===== src/rtl/block_read_reducer.sv =====
// block_read_reducer
//   Consumes one block-read burst from the multiplier's product buffer and reduces it to
//   sum / max / min / word count. The result is held on a valid/ready port until it is accepted.
//
// Ports
//   clk, rst        clock; synchronous active-high reset
//   start           request one reduction (sampled only in IDLE)
//   busy            high in every state except IDLE
//   EN_blockRead    block-read request to the multiplier (high only in REQ)
//   VALID_memVal    burst word valid
//   memVal_data     burst word (unsigned)
//   res_valid       result held valid
//   res_ready       sink accepts the result
//   res_sum         sum of the captured words
//   res_max         largest captured word (0 if none)
//   res_min         smallest captured word (0 if none)
//   res_count       number of words captured, 0..2**LOGDEPTH
//   res_err         no word arrived before the timeout
//   res_ovf         burst was longer than 2**LOGDEPTH words; the extra words were dropped
module block_read_reducer #(
    parameter int unsigned WIDTH    = 32,
    parameter int unsigned LOGDEPTH = 6,
    parameter int unsigned TIMEOUT  = 16
) (
    input  logic                      clk,
    input  logic                      rst,
    input  logic                      start,
    output logic                      busy,
    output logic                      EN_blockRead,
    input  logic                      VALID_memVal,
    input  logic [WIDTH-1:0]          memVal_data,
    output logic                      res_valid,
    input  logic                      res_ready,
    output logic [WIDTH+LOGDEPTH:0]   res_sum,
    output logic [WIDTH-1:0]          res_max,
    output logic [WIDTH-1:0]          res_min,
    output logic [LOGDEPTH:0]         res_count,
    output logic                      res_err,
    output logic                      res_ovf
);

    localparam int unsigned SW = WIDTH + LOGDEPTH + 1;
    localparam int unsigned CW = LOGDEPTH + 1;
    localparam int unsigned TW = (TIMEOUT > 1) ? $clog2(TIMEOUT) : 1;
    localparam logic [CW-1:0] MaxCount = CW'(2 ** LOGDEPTH);
    localparam logic [TW-1:0] TmoLast  = TW'(TIMEOUT - 1);

    typedef enum logic [1:0] {StIdle, StReq, StStream, StDone} state_e;

    state_e            state_q, state_d;
    logic              busy_q, busy_d;
    logic              en_q, en_d;
    logic [TW-1:0]     tmo_q, tmo_d;
    logic [SW-1:0]     sum_acc_q, sum_acc_d;
    logic [WIDTH-1:0]  max_acc_q, max_acc_d;
    logic [WIDTH-1:0]  min_acc_q, min_acc_d;
    logic [CW-1:0]     cnt_q, cnt_d;
    logic              ovf_acc_q, ovf_acc_d;
    logic              res_valid_q, res_valid_d;
    logic [SW-1:0]     res_sum_q, res_sum_d;
    logic [WIDTH-1:0]  res_max_q, res_max_d;
    logic [WIDTH-1:0]  res_min_q, res_min_d;
    logic [CW-1:0]     res_count_q, res_count_d;
    logic              res_err_q, res_err_d;
    logic              res_ovf_q, res_ovf_d;

    logic capture;
    logic finish;
    logic finish_err;

    always_comb begin
        state_d     = state_q;
        busy_d      = busy_q;
        en_d        = en_q;
        tmo_d       = tmo_q;
        sum_acc_d   = sum_acc_q;
        max_acc_d   = max_acc_q;
        min_acc_d   = min_acc_q;
        cnt_d       = cnt_q;
        ovf_acc_d   = ovf_acc_q;
        res_valid_d = res_valid_q;
        res_sum_d   = res_sum_q;
        res_max_d   = res_max_q;
        res_min_d   = res_min_q;
        res_count_d = res_count_q;
        res_err_d   = res_err_q;
        res_ovf_d   = res_ovf_q;
        finish      = 1'b0;
        finish_err  = 1'b0;
        capture     = VALID_memVal && (state_q == StReq || state_q == StStream);

        // Words past the buffer depth only flag overflow; they never touch the statistics.
        if (capture) begin
            if (cnt_q == MaxCount) begin
                ovf_acc_d = 1'b1;
            end else begin
                sum_acc_d = sum_acc_q + SW'(memVal_data);
                cnt_d     = cnt_q + 1'b1;
                if (memVal_data > max_acc_q) max_acc_d = memVal_data;
                if (memVal_data < min_acc_q) min_acc_d = memVal_data;
            end
        end

        unique case (state_q)
            StIdle: begin
                if (start) begin
                    state_d   = StReq;
                    busy_d    = 1'b1;
                    en_d      = 1'b1;
                    tmo_d     = '0;
                    sum_acc_d = '0;
                    max_acc_d = '0;
                    min_acc_d = '1;
                    cnt_d     = '0;
                    ovf_acc_d = 1'b0;
                end
            end
            StReq: begin
                if (VALID_memVal) begin
                    state_d = StStream;
                    en_d    = 1'b0;
                end else if (tmo_q == TmoLast) begin
                    state_d    = StDone;
                    en_d       = 1'b0;
                    finish     = 1'b1;
                    finish_err = 1'b1;
                end else begin
                    tmo_d = tmo_q + 1'b1;
                end
            end
            StStream: begin
                // No gap support: the first idle cycle terminates the burst.
                if (!VALID_memVal) begin
                    state_d = StDone;
                    finish  = 1'b1;
                end
            end
            StDone: begin
                if (res_valid_q && res_ready) begin
                    state_d     = StIdle;
                    busy_d      = 1'b0;
                    res_valid_d = 1'b0;
                end
            end
            default: state_d = StIdle;
        endcase

        if (finish) begin
            res_valid_d = 1'b1;
            res_sum_d   = sum_acc_q;
            res_max_d   = max_acc_q;
            // The min accumulator starts at all-ones; report 0 for an empty burst.
            res_min_d   = (cnt_q == '0) ? '0 : min_acc_q;
            res_count_d = cnt_q;
            res_err_d   = finish_err;
            res_ovf_d   = ovf_acc_q;
        end
    end

    always_ff @(posedge clk) begin
        if (rst) begin
            state_q     <= StIdle;
            busy_q      <= 1'b0;
            en_q        <= 1'b0;
            tmo_q       <= '0;
            sum_acc_q   <= '0;
            max_acc_q   <= '0;
            min_acc_q   <= '1;
            cnt_q       <= '0;
            ovf_acc_q   <= 1'b0;
            res_valid_q <= 1'b0;
            res_sum_q   <= '0;
            res_max_q   <= '0;
            res_min_q   <= '0;
            res_count_q <= '0;
            res_err_q   <= 1'b0;
            res_ovf_q   <= 1'b0;
        end else begin
            state_q     <= state_d;
            busy_q      <= busy_d;
            en_q        <= en_d;
            tmo_q       <= tmo_d;
            sum_acc_q   <= sum_acc_d;
            max_acc_q   <= max_acc_d;
            min_acc_q   <= min_acc_d;
            cnt_q       <= cnt_d;
            ovf_acc_q   <= ovf_acc_d;
            res_valid_q <= res_valid_d;
            res_sum_q   <= res_sum_d;
            res_max_q   <= res_max_d;
            res_min_q   <= res_min_d;
            res_count_q <= res_count_d;
            res_err_q   <= res_err_d;
            res_ovf_q   <= res_ovf_d;
        end
    end

    assign busy         = busy_q;
    assign EN_blockRead = en_q;
    assign res_valid    = res_valid_q;
    assign res_sum      = res_sum_q;
    assign res_max      = res_max_q;
    assign res_min      = res_min_q;
    assign res_count    = res_count_q;
    assign res_err      = res_err_q;
    assign res_ovf      = res_ovf_q;

endmodule


===== config.mk =====
export PLATFORM = sky130hd
export DESIGN_NAME = block_read_reducer
export DESIGN_NICKNAME = d
export VERILOG_FILES = /design/src/rtl/block_read_reducer.sv
export SDC_FILE = /design/constraint.sdc
export NUM_CORES = 1
export LEC_CHECK = 0
export CAP_MARGIN = 20
export CELL_PAD_IN_SITES_DETAIL_PLACEMENT = 1
export CELL_PAD_IN_SITES_GLOBAL_PLACEMENT = 2
export CORE_ASPECT_RATIO = 1.75
export CORE_MARGIN = 2
export CORE_UTILIZATION = 35
export CTS_BUF_LIST = sky130_fd_sc_hd__clkbuf_8 sky130_fd_sc_hd__clkbuf_16
export DETAILED_ROUTE_END_ITERATION = 12
export GPL_TIMING_DRIVEN = 1
export MAX_ROUTING_LAYER = met4
export PLACE_DENSITY_LB_ADDON = 0.1
export SETUP_SLACK_MARGIN = 0.5
export SYNTH_ARGS = -nofsm -noshare
export SYNTH_HDL_FRONTEND = slang
export SYNTH_SLANG_ARGS = --single-unit

===== constraint.sdc =====
create_clock -name clk -period 4.2 [get_ports clk]
set_clock_uncertainty 0.1 [all_clocks]
set_input_delay 0.84 -clock clk [delete_from_list [all_inputs] [get_ports clk]]
set_output_delay 0.84 -clock clk [all_outputs]
set_load 0.1 [all_outputs]

Word-level counts from Yosys, hierarchy flattened
Index checks and enable logic that the tools add are counted.

Register bits after elaboration: 232. Output and inout port bits: 115. Logic and storage cells: 92. Input port bits: 37.

Eq/ne operators: 11. Reductions and logical operators: 14. $add $sub $neg: 3. Multiplexer cells: 46. $lt $le $gt $ge: 2.

Operator list (count): 32-bit 2-to-1 mux (11); 39-bit 2-to-1 mux (4); 39-bit by 32-bit adder with 39-bit output (1); 32-bit greater-than comparator (1); 32-bit < comparator (1); 7-bit 2-to-1 mux (4); 1-bit 2-to-1 mux (14); 4-bit 2-to-1 mux (3); 2-bit 2-to-1 mux (5); 2-bit inequality test (second input constant) (5); 2-bit case mux with 4 select lines (1); 4-bit case mux with 2 select lines (1); 4-bit AND reduction (2); 2-bit nonzero test (4); 7-bit by 1-bit adder with 7-bit output (second input constant) (1); 7-bit == test (second input constant) (1); 7-bit logical NOT (1); 1-bit case mux with 2 select lines (3); 3-bit AND reduction (2); 4-bit by 1-bit adder with 4-bit output (second input constant) (1); 2-bit == test (second input constant) (2); 4-bit == test (second input constant) (1); 3-bit by 2-bit inequality test with 1-bit output (second input constant) (1); 2-bit by 1-bit == test with 1-bit output (second input constant) (1); other kinds (4) (5).

Logic depth before layout (Yosys ltp)
Gate-level depths: netlist of the first run.

Depth in word-level cells: 6. Gate-level depth with buffers: 11. Gate-level depth less buffers: 10.

Worst setup path before layout of the first run
No wires, ideal clock.

Path type: input to register. Start: in memVal_data[0]. End: reg sum_acc_q[22]. Slack: 1.153 ns. Buffers on the path: 0. Library setup time: 0.125 ns. Stages: 10. Required time: 3.975 ns. Arrival: 2.822 ns. Path through: ha_1 fa_1 a21oi_1 o21ai_2 a21o_2 a221oi_1 o21ai_0 a211oi_1 xnor2_1 o21ai_0.

Word-level cells in the longest chain between the ends: 5.

Ends and longest elaborated chain: start: declaration (RTL line 31) `input logic [WIDTH-1:0] memVal_data,`; 39-bit by 32-bit adder with 39-bit output (*) (RTL line 97) `sum_acc_d = sum_acc_q + SW'(memVal_data);`; 39-bit 2-to-1 mux (*) (RTL line 94) `if (cnt_q == MaxCount) begin`; 39-bit 2-to-1 mux (*) (RTL line 93) `if (capture) begin`; 39-bit 2-to-1 mux (RTL line 106) `if (start) begin`; 39-bit 2-to-1 mux (*) (RTL line 104) `unique case (state_q)`; end signal: assignment (RTL line 183) `sum_acc_q <= sum_acc_d;`; end: declaration (RTL line 54) `logic [SW-1:0] sum_acc_q, sum_acc_d;`.

Mark *: on every way between the ends. The rest lies on a longest branch, timed or not. A chain may end at the register's enable or synchronous reset.

Final worst setup path of the first run
Start: in memVal_data[4]. End: reg min_acc_q[19].

Word-level cells in the longest chain between the ends: 6.

Ends and longest elaborated chain: 32-bit < comparator (*) (RTL line 100) `if (memVal_data < min_acc_q) min_acc_d = memVal_data;`; 32-bit 2-to-1 mux (*) (RTL line 100); 32-bit 2-to-1 mux (*) (RTL line 94); 32-bit 2-to-1 mux (*) (RTL line 93); 32-bit 2-to-1 mux (RTL line 106); 32-bit 2-to-1 mux (*) (RTL line 104); end signal: assignment (RTL line 185) `min_acc_q <= min_acc_d;`; end: declaration (RTL line 56) `logic [WIDTH-1:0] min_acc_q, min_acc_d;`.

Marks and branches as above.

==> impl_metrics.env, run 1 <==
export IMPL_outcome="completed"
export IMPL_grt_start_max_net_pins=85
export IMPL_synth_cells=1497
export IMPL_h_tree_depth=1
export IMPL_synth_xor_area_share=0.02304
export IMPL_p_leak_nw=5.769
export IMPL_rsz0062_at_grt="no"
export IMPL_p_int_w=0.004446
export IMPL_first_global_vias=11550
export IMPL_power_switching_share=0.3752
export IMPL_synth_area_leaders="dfxtp_1 39%, ha_1 11%, nand2_1 8.3%"
export IMPL_synth_top_area_frac=0.3941
export IMPL_ys_flop_type="dfxtp_1"
export IMPL_worstMarginPinSlew_ps=1063
export IMPL_n_antenna_cell=0
export IMPL_clockBufferDepth=3
export IMPL_portBuffers=151
export IMPL_clockRootBuffer="clkbuf_16"
export IMPL_cts_tree="built"
export IMPL_synth_distinct_cells=57
export IMPL_first_pass_iters=4
export IMPL_netlist_area_um2=11790
export IMPL_max_stage_delay_ps=460
export IMPL_cts_hold_buf=0
export IMPL_synth_top_area_cell="dfxtp_1"
export IMPL_routed_wl_mm=39.77
export IMPL_core_um2=33030
export IMPL_setup_viol=0
export IMPL_synth_top_family_by_area="simple AND/OR/NAND/NOR gates"
export IMPL_synth_simple_area_share=0.2114
export IMPL_synth_seq_cells=232
export IMPL_p_seq_frac=0.362
export IMPL_yosys_warnings=0
export IMPL_post_cts_resized=0
export IMPL_critPathKind="input pin to register"
export IMPL_ys_seq_area_frac=0.3941
export IMPL_switchingPower_w=0.002670
export IMPL_final_util=0.4466
export IMPL_synthToLayoutAreaGrowth_pct=25.17
export IMPL_die_area_um2=35210
export IMPL_clock_sinks=232
export IMPL_first_iter_violations=298
export IMPL_combPwrFrac=0.329
export IMPL_dp_hpwl_mm=29.38
export IMPL_path_clk_slew_ps=60
export IMPL_die_w_um=142.7
export IMPL_slew_headroom=0.2891
export IMPL_initial_core_util=0.3568
export IMPL_synth_edf_count=0
export IMPL_arrival_ps=3650
export IMPL_final_common_cell="nand2_1"
export IMPL_rows=88
export IMPL_io_pins=152
export IMPL_min_period_ps=3352
export IMPL_dieHeight_um=246.7
export IMPL_fmax_ghz=0.2983
export IMPL_period_share=0.7982
export IMPL_syn_avg_cell_area_um2=7.872
export IMPL_hold_viol_final=0
export IMPL_cap_viol_max_count=0
export IMPL_critPathLaunchType="input pin"
export IMPL_cts_buffers=25
export IMPL_ir_drop_mv=0.3302
export IMPL_drc=0
export IMPL_slowest_stage="a2111oi_0"
export IMPL_finalSetupTns_ps=0
export IMPL_min_path_type="register to register"
export IMPL_drv_slew=0
export IMPL_muxShareOfSynthArea=0.0008493
export IMPL_syn_num_nets=1637
export IMPL_cp_end_kind="register"
export IMPL_synth_fa_ha_area_frac=0.1100
export IMPL_globalplace_congestion=0.8684
export IMPL_drive_above_1_share=0.06530
export IMPL_synth_compound_area_frac=0.2067
export IMPL_antenna_found_initial=0
export IMPL_clock_latency_ps=540
export IMPL_route_vias_total=11180
export IMPL_final_cell_mix="260 x nand2_1, 232 x dfxtp_1, 192 x a21oi_1"
export IMPL_grtUsageTotal=0.2336
export IMPL_critPathMaxFanout=23
export IMPL_postCtsSetupBuffers=0
export IMPL_drt_vias_per_instance=5.431
export IMPL_routedWlPerCell_um=19.31
export IMPL_p_per_area_nw_per_um2=482.4
export IMPL_synth_async_reset_ratio=0
export IMPL_ant_nets=0
export IMPL_grt_pass1_wl_mm=63.16
export IMPL_nets=1776
export IMPL_worstPathCellList="clkdlybuf4s50_1 -> buf_4 -> ha_1 -> a21o_1 -> a2111oi_0 -> o21ai_0 -> a21oi_1 -> o311ai_2 -> buf_4 -> o21ai_0 -> nand3_1"
export IMPL_overflow=0
export IMPL_crit_required_ps=4500
export IMPL_clkPwrFrac=0.309
==> Yosys cell counts, drive strengths merged, types with 3 or more instances <==
cell type    n
nand2      260
dfxtp      232
a21oi      193
nand3      156
ha         102
clkbuf      80
inv         80
o21ai       78
nor2        59
a21o        37
o31ai       36
nand4       22
xnor2       17
xor2        14
a211oi      13
and3        12
nor2b        9
or3          9
a31oi        8
buf          8
nand2b       8
o211ai       8
o21a         7
o21bai       7
and2         4
nor4         4
a21boi       3
a221oi       3
and4         3
nor3         3
or2          3
==> state kept, by name (all words and copies together), names as in the netlist <==
signal and flops:
res_sum 39, sum_acc_q 39, max_acc_q 32, min_acc_q 32, res_max 32, res_min 32, cnt_q 7, res_count 7
tmo_q 4, state_q 2, EN_blockRead 1, busy 1, ovf_acc_q 1, res_err 1, res_ovf 1, res_valid 1
==> cell families after synthesis <==
logic type | count (synthesis)
compound gates | 407
mux | 1
xor+xnor | 31
fa+ha+maj | 103
flops | 232
buf+inv | 168
simple gates | 555
==> stage by stage <==
| stage | std cells | hold WS (ps) | area, um^2 | setup slack [ps] | total power (W) |
|---|---|---|---|---|---|
| 5_1_grt | 2059 | 369.3 | 14750 | 645.1 | 0.007565 |
| 6_report | 2059 | 351.4 | 14750 | 847.5 | 0.007116 |
| 4_1_cts | 2059 | 352.8 | 14750 | 864.4 | 0.007214 |
| 2_1_floorplan | 1497 | 331.9 | 11790 | 1153 | 0.004168 |
| 3_5_place_dp | 2014 | 345.6 | 13950 | 306.7 | 0.004986 |
| 3_3_place_gp | 2014 | 337.5 | 13950 | 338.2 | 0.004925 |
==> power groups by stage <==
stage	logic (W)	clock network, W	registers [W]
finish	0.00234	0.00220	0.00258
global route	0.00262	0.00235	0.00260
CTS	0.00237	0.00226	0.00258
detailed placement	0.00236	0	0.00263
global placement	0.00230	0	0.00262
floorplan	0.00152	0	0.00265
==> critical path, delay by kind of cell <==
kind | cells | cell delay (ps)
AOI/OAI and AO/OA | 6 | 1500
and+or+nand+nor | 1 | 90
buffers and inverters | 3 | 890
adders and majority gates | 1 | 310
==> worst paths after layout <==
check,cells past startpoint,end,startpoint,slack [ps]
hold / removal,2,res_sum[26]$_SDFFE_PP0P_,res_sum[26]$_SDFFE_PP0P_,350
hold reg to reg,2,res_sum[26]$_SDFFE_PP0P_,res_sum[26]$_SDFFE_PP0P_,350
setup reg to reg,9,max_acc_q[16]$_SDFF_PP0_,cnt_q[2]$_SDFF_PP0_,1330
setup / recovery,11,min_acc_q[19]$_SDFF_PP1_,memVal_data[4],850
==> layout make-up <==
type,count,area (um^2)
tap,405,506.7
clock inverter,14,90.09
fill,3950,18280
inverter,80,300.3
timing repair buffer,200,1939
multi-input combinational,1097,6563
sequential,232,4644
clock buffer,31,708.2
==> routing by layer <==
layer,track usage,vias up,wire [um]
met2,0.4333,202,21150
met1,0.2506,5401,15820
met5,-,-,0
met4,0.08765,0,1523
met3,0.02982,71,1271
li1,-,5508,-
(Power assumes the default switching activity.)
==> inputs of run 2 (changes only) <==
--- a/config.mk
+++ b/config.mk
@@ -10,7 +10,7 @@
 export CELL_PAD_IN_SITES_GLOBAL_PLACEMENT = 2
 export CORE_ASPECT_RATIO = 1.75
 export CORE_MARGIN = 2
-export CORE_UTILIZATION = 35
+export CORE_UTILIZATION = 30
 export CTS_BUF_LIST = sky130_fd_sc_hd__clkbuf_8 sky130_fd_sc_hd__clkbuf_16
 export DETAILED_ROUTE_END_ITERATION = 12
 export GPL_TIMING_DRIVEN = 1
==> constraint.sdc (replaced) <==
create_clock -name clk -period 2.9 [get_ports clk]
set_clock_uncertainty 0.1 [all_clocks]
set_input_delay 0.58 -clock clk [delete_from_list [all_inputs] [get_ports clk]]
set_output_delay 0.58 -clock clk [all_outputs]
set_load 0.1 [all_outputs]
==> run 2 against run 1 <==
Against the previous run:
- first-iteration DRC count up 10%
- sequential cell count unchanged
- power up 89%
- routed wire length up 25%
- critical endpoint is now min_acc_q[30]$_SDFF_PP1_
- hold slack worse by 110 ps
- critical path depth up 3
- non-clock buffer count up 236
- register-to-register slack worse by 1000 ps
- final cell count up 16%
- die area up 16%
==> impl_metrics.env, run 2 (same netlist as run 1, synthesis figures left out) <==
export IMPL_final_cell_mix="320 x buf_4, 254 x nand2_1, 193 x dfxtp_1"
export IMPL_r2r_slack_ps=300
export IMPL_min_path_cells=2
export IMPL_nFillCells=4431
export IMPL_drc=0
export IMPL_cts_buffers=25
export IMPL_synthToLayoutAreaGrowth_pct=62.26
export IMPL_critPathMaxFanout=5
export IMPL_grtUsageTotal=0.2442
export IMPL_min_path_type="input pin to register"
export IMPL_critPathTopFamily="compound AO/OA/AOI/OAI gates"
export IMPL_cap_viol_max_count=0
export IMPL_slowest_stage="o311a_4"
export IMPL_critPathLaunchType="register"
export IMPL_dieHeight_um=266.2
export IMPL_rsz0062_at_grt="yes"
export IMPL_stdcell_area_um2=19120
export IMPL_slew_headroom=0.6176
export IMPL_critPathKind="register to register"
export IMPL_routed_wl_mm=49.71
export IMPL_worstPathCellList="inv_2 -> ha_4 -> a21o_1 -> a21o_1 -> a21oi_1 -> o21ai_1 -> a21oi_2 -> buf_6 -> buf_6 -> o311a_4 -> buf_12 -> buf_16 -> nand3_2 -> nand3_2"
export IMPL_first_global_vias=13080
export IMPL_max_stage_delay_ps=440
export IMPL_overflow=0
export IMPL_fmax_ghz=0.3842
export IMPL_clockBufferDepth=3
export IMPL_routedWlPerCell_um=20.90
export IMPL_hold_viol_final=0
export IMPL_sequential_cell_area_um2=4703
export IMPL_path_clk_slew_ps=70
export IMPL_dp_hpwl_mm=35.03
export IMPL_dp_cells=2259
export IMPL_worstReg2RegEnd="min_acc_q[30]$_SDFF_PP1_"
export IMPL_nets=2012
export IMPL_worstMarginPinSlew_ps=573.6
export IMPL_cp_end_kind="register"
export IMPL_min_period_ps=2603
export IMPL_initial_core_util=0.3019
export IMPL_critical_path_startpoint="min_acc_q[9]$_SDFF_PP1_"
export IMPL_portBuffers=151
export IMPL_p_per_area_nw_per_um2=705.1
export IMPL_final_util=0.4898
export IMPL_fin_hold_ws_ps=238.5
export IMPL_globalplace_congestion=0.8552
export IMPL_ir_drop_mv=0.3678
export IMPL_ant_nets=0
export IMPL_drt_vias_per_instance=5.169
export IMPL_grt_pass1_wl_mm=75.87
export IMPL_clock_latency_ps=550
export IMPL_setup_worst_path_end="min_acc_q[30]$_SDFF_PP1_"
export IMPL_post_dp_cell_area_um2=15310
export IMPL_outcome="completed"
export IMPL_antenna_found_initial=1
export IMPL_final_common_cell="buf_4"
export IMPL_p_leak_nw=7.682
export IMPL_clockRootBuffer="clkbuf_16"
export IMPL_stdcell_count=2379
export IMPL_cts_hold_buf=0
export IMPL_drv_slew=0
export IMPL_die_area_um2=40950
export IMPL_io_pins=152
export IMPL_grt_start_max_net_pins=112
export IMPL_clock_sinks=232
export IMPL_route_vias_total=12300
export IMPL_drive_above_1_share=0.4264
export IMPL_crit_required_ps=3220
export IMPL_rr_startpoint="min_acc_q[9]$_SDFF_PP1_"
export IMPL_first_iter_violations=329
export IMPL_p_total_w=0.01348
export IMPL_die_w_um=153.8
export IMPL_arrival_ps=2920
export IMPL_multi_input_area_um2=8690
export IMPL_crit_cells=14
export IMPL_critical_path_buf_inv_count=5
export IMPL_cts_tree="built"
export IMPL_core_um2=39040
export IMPL_rows=96
export IMPL_period_share=0.8975
export IMPL_r2r_cells=14
export IMPL_h_tree_depth=1
export IMPL_first_pass_iters=4
export IMPL_setup_viol=0
[run 2: cell count changes in the layout (fill, tap and decap cells not counted), moves of 49 or more]
cell | previous run | this run
nand3_1 | 156 | 67
o21ai_0 | 75 | 19
ha_1 | 102 | 53
clkdlybuf4s50_1 | 150 | 3
nand3_2 | 0 | 61
buf_4 | 45 | 320
[run 2: worst min-delay path by stage]
stage | end | start | slack (ps)
2_1_floorplan | res_max[10]$_SDFFE_PP0P_ | max_acc_q[10]$_SDFF_PP0_ | 330
3_3_place_gp | res_min[11]$_SDFFE_PP0P_ | res_min[11]$_SDFFE_PP0P_ | 340
3_5_place_dp | res_min[24]$_SDFFE_PP0P_ | res_min[24]$_SDFFE_PP0P_ | 340
4_1_cts | state_q[1]$_SDFFE_PP0P_ | rst | 230
5_1_grt | state_q[1]$_SDFFE_PP0P_ | rst | 240
6_report | state_q[0]$_SDFFE_PP0P_ | rst | 240
[run 2: per-layer routing]
| layer | wire (um) | global-route usage |
|---|---|---|
| met1 | 19140 | 0.2565 |
| met2 | 27250 | 0.4641 |
| met3 | 972 | 0.02163 |
| met4 | 2347 | 0.1028 |
| met5 | 0 | - |
[run 2: power by group]
group          internal (W)  switching [W]  leakage, nW
combinational       0.00296        0.00344         5.39
clock               0.00184        0.00143        0.401
sequential          0.00350       0.000310         1.89
[run 2: worst register-to-register path: stages (launching register included)]
cell and delay, ps:
dfxtp_2 360, inv_2 50, ha_4 270, a21o_1 130, a21o_1 120, a21oi_1 70
o21ai_1 170, a21oi_2 60, buf_6 140, buf_6 110, o311a_4 440, buf_12 170
buf_16 150, nand3_2 80, nand3_2 60
[run 2: through the flow]
stage | TNS [ps] | setup slack [ps]
after global routing | 0 | 254.6
final | 0 | 297.4
after global placement | -38000 | -519.3
after CTS | 0 | 303.9
after detailed placement | -40730 | -561.4
after floorplan | 0 | 313.7
[run 2: final cells by class]
type                       instances  area share
clock inverter                    14    0.006609
inverter                          80     0.01583
sequential                       232      0.2460
multi-input combinational       1097      0.4544
clock buffer                      29     0.03560
timing repair buffer             436      0.2094
tap                              490     0.03206
antenna                            1   0.0001309
[run 2: timing repair]
| action | in CTS | in global routing |
|---|---|---|
| cloned | 12 | 1 |
| gates resized for setup | 315 | 227 |
| pin swaps | 102 | 90 |
| setup endpoints to repair | 95 | 90 |
| setup buffers | 41 | 22 |
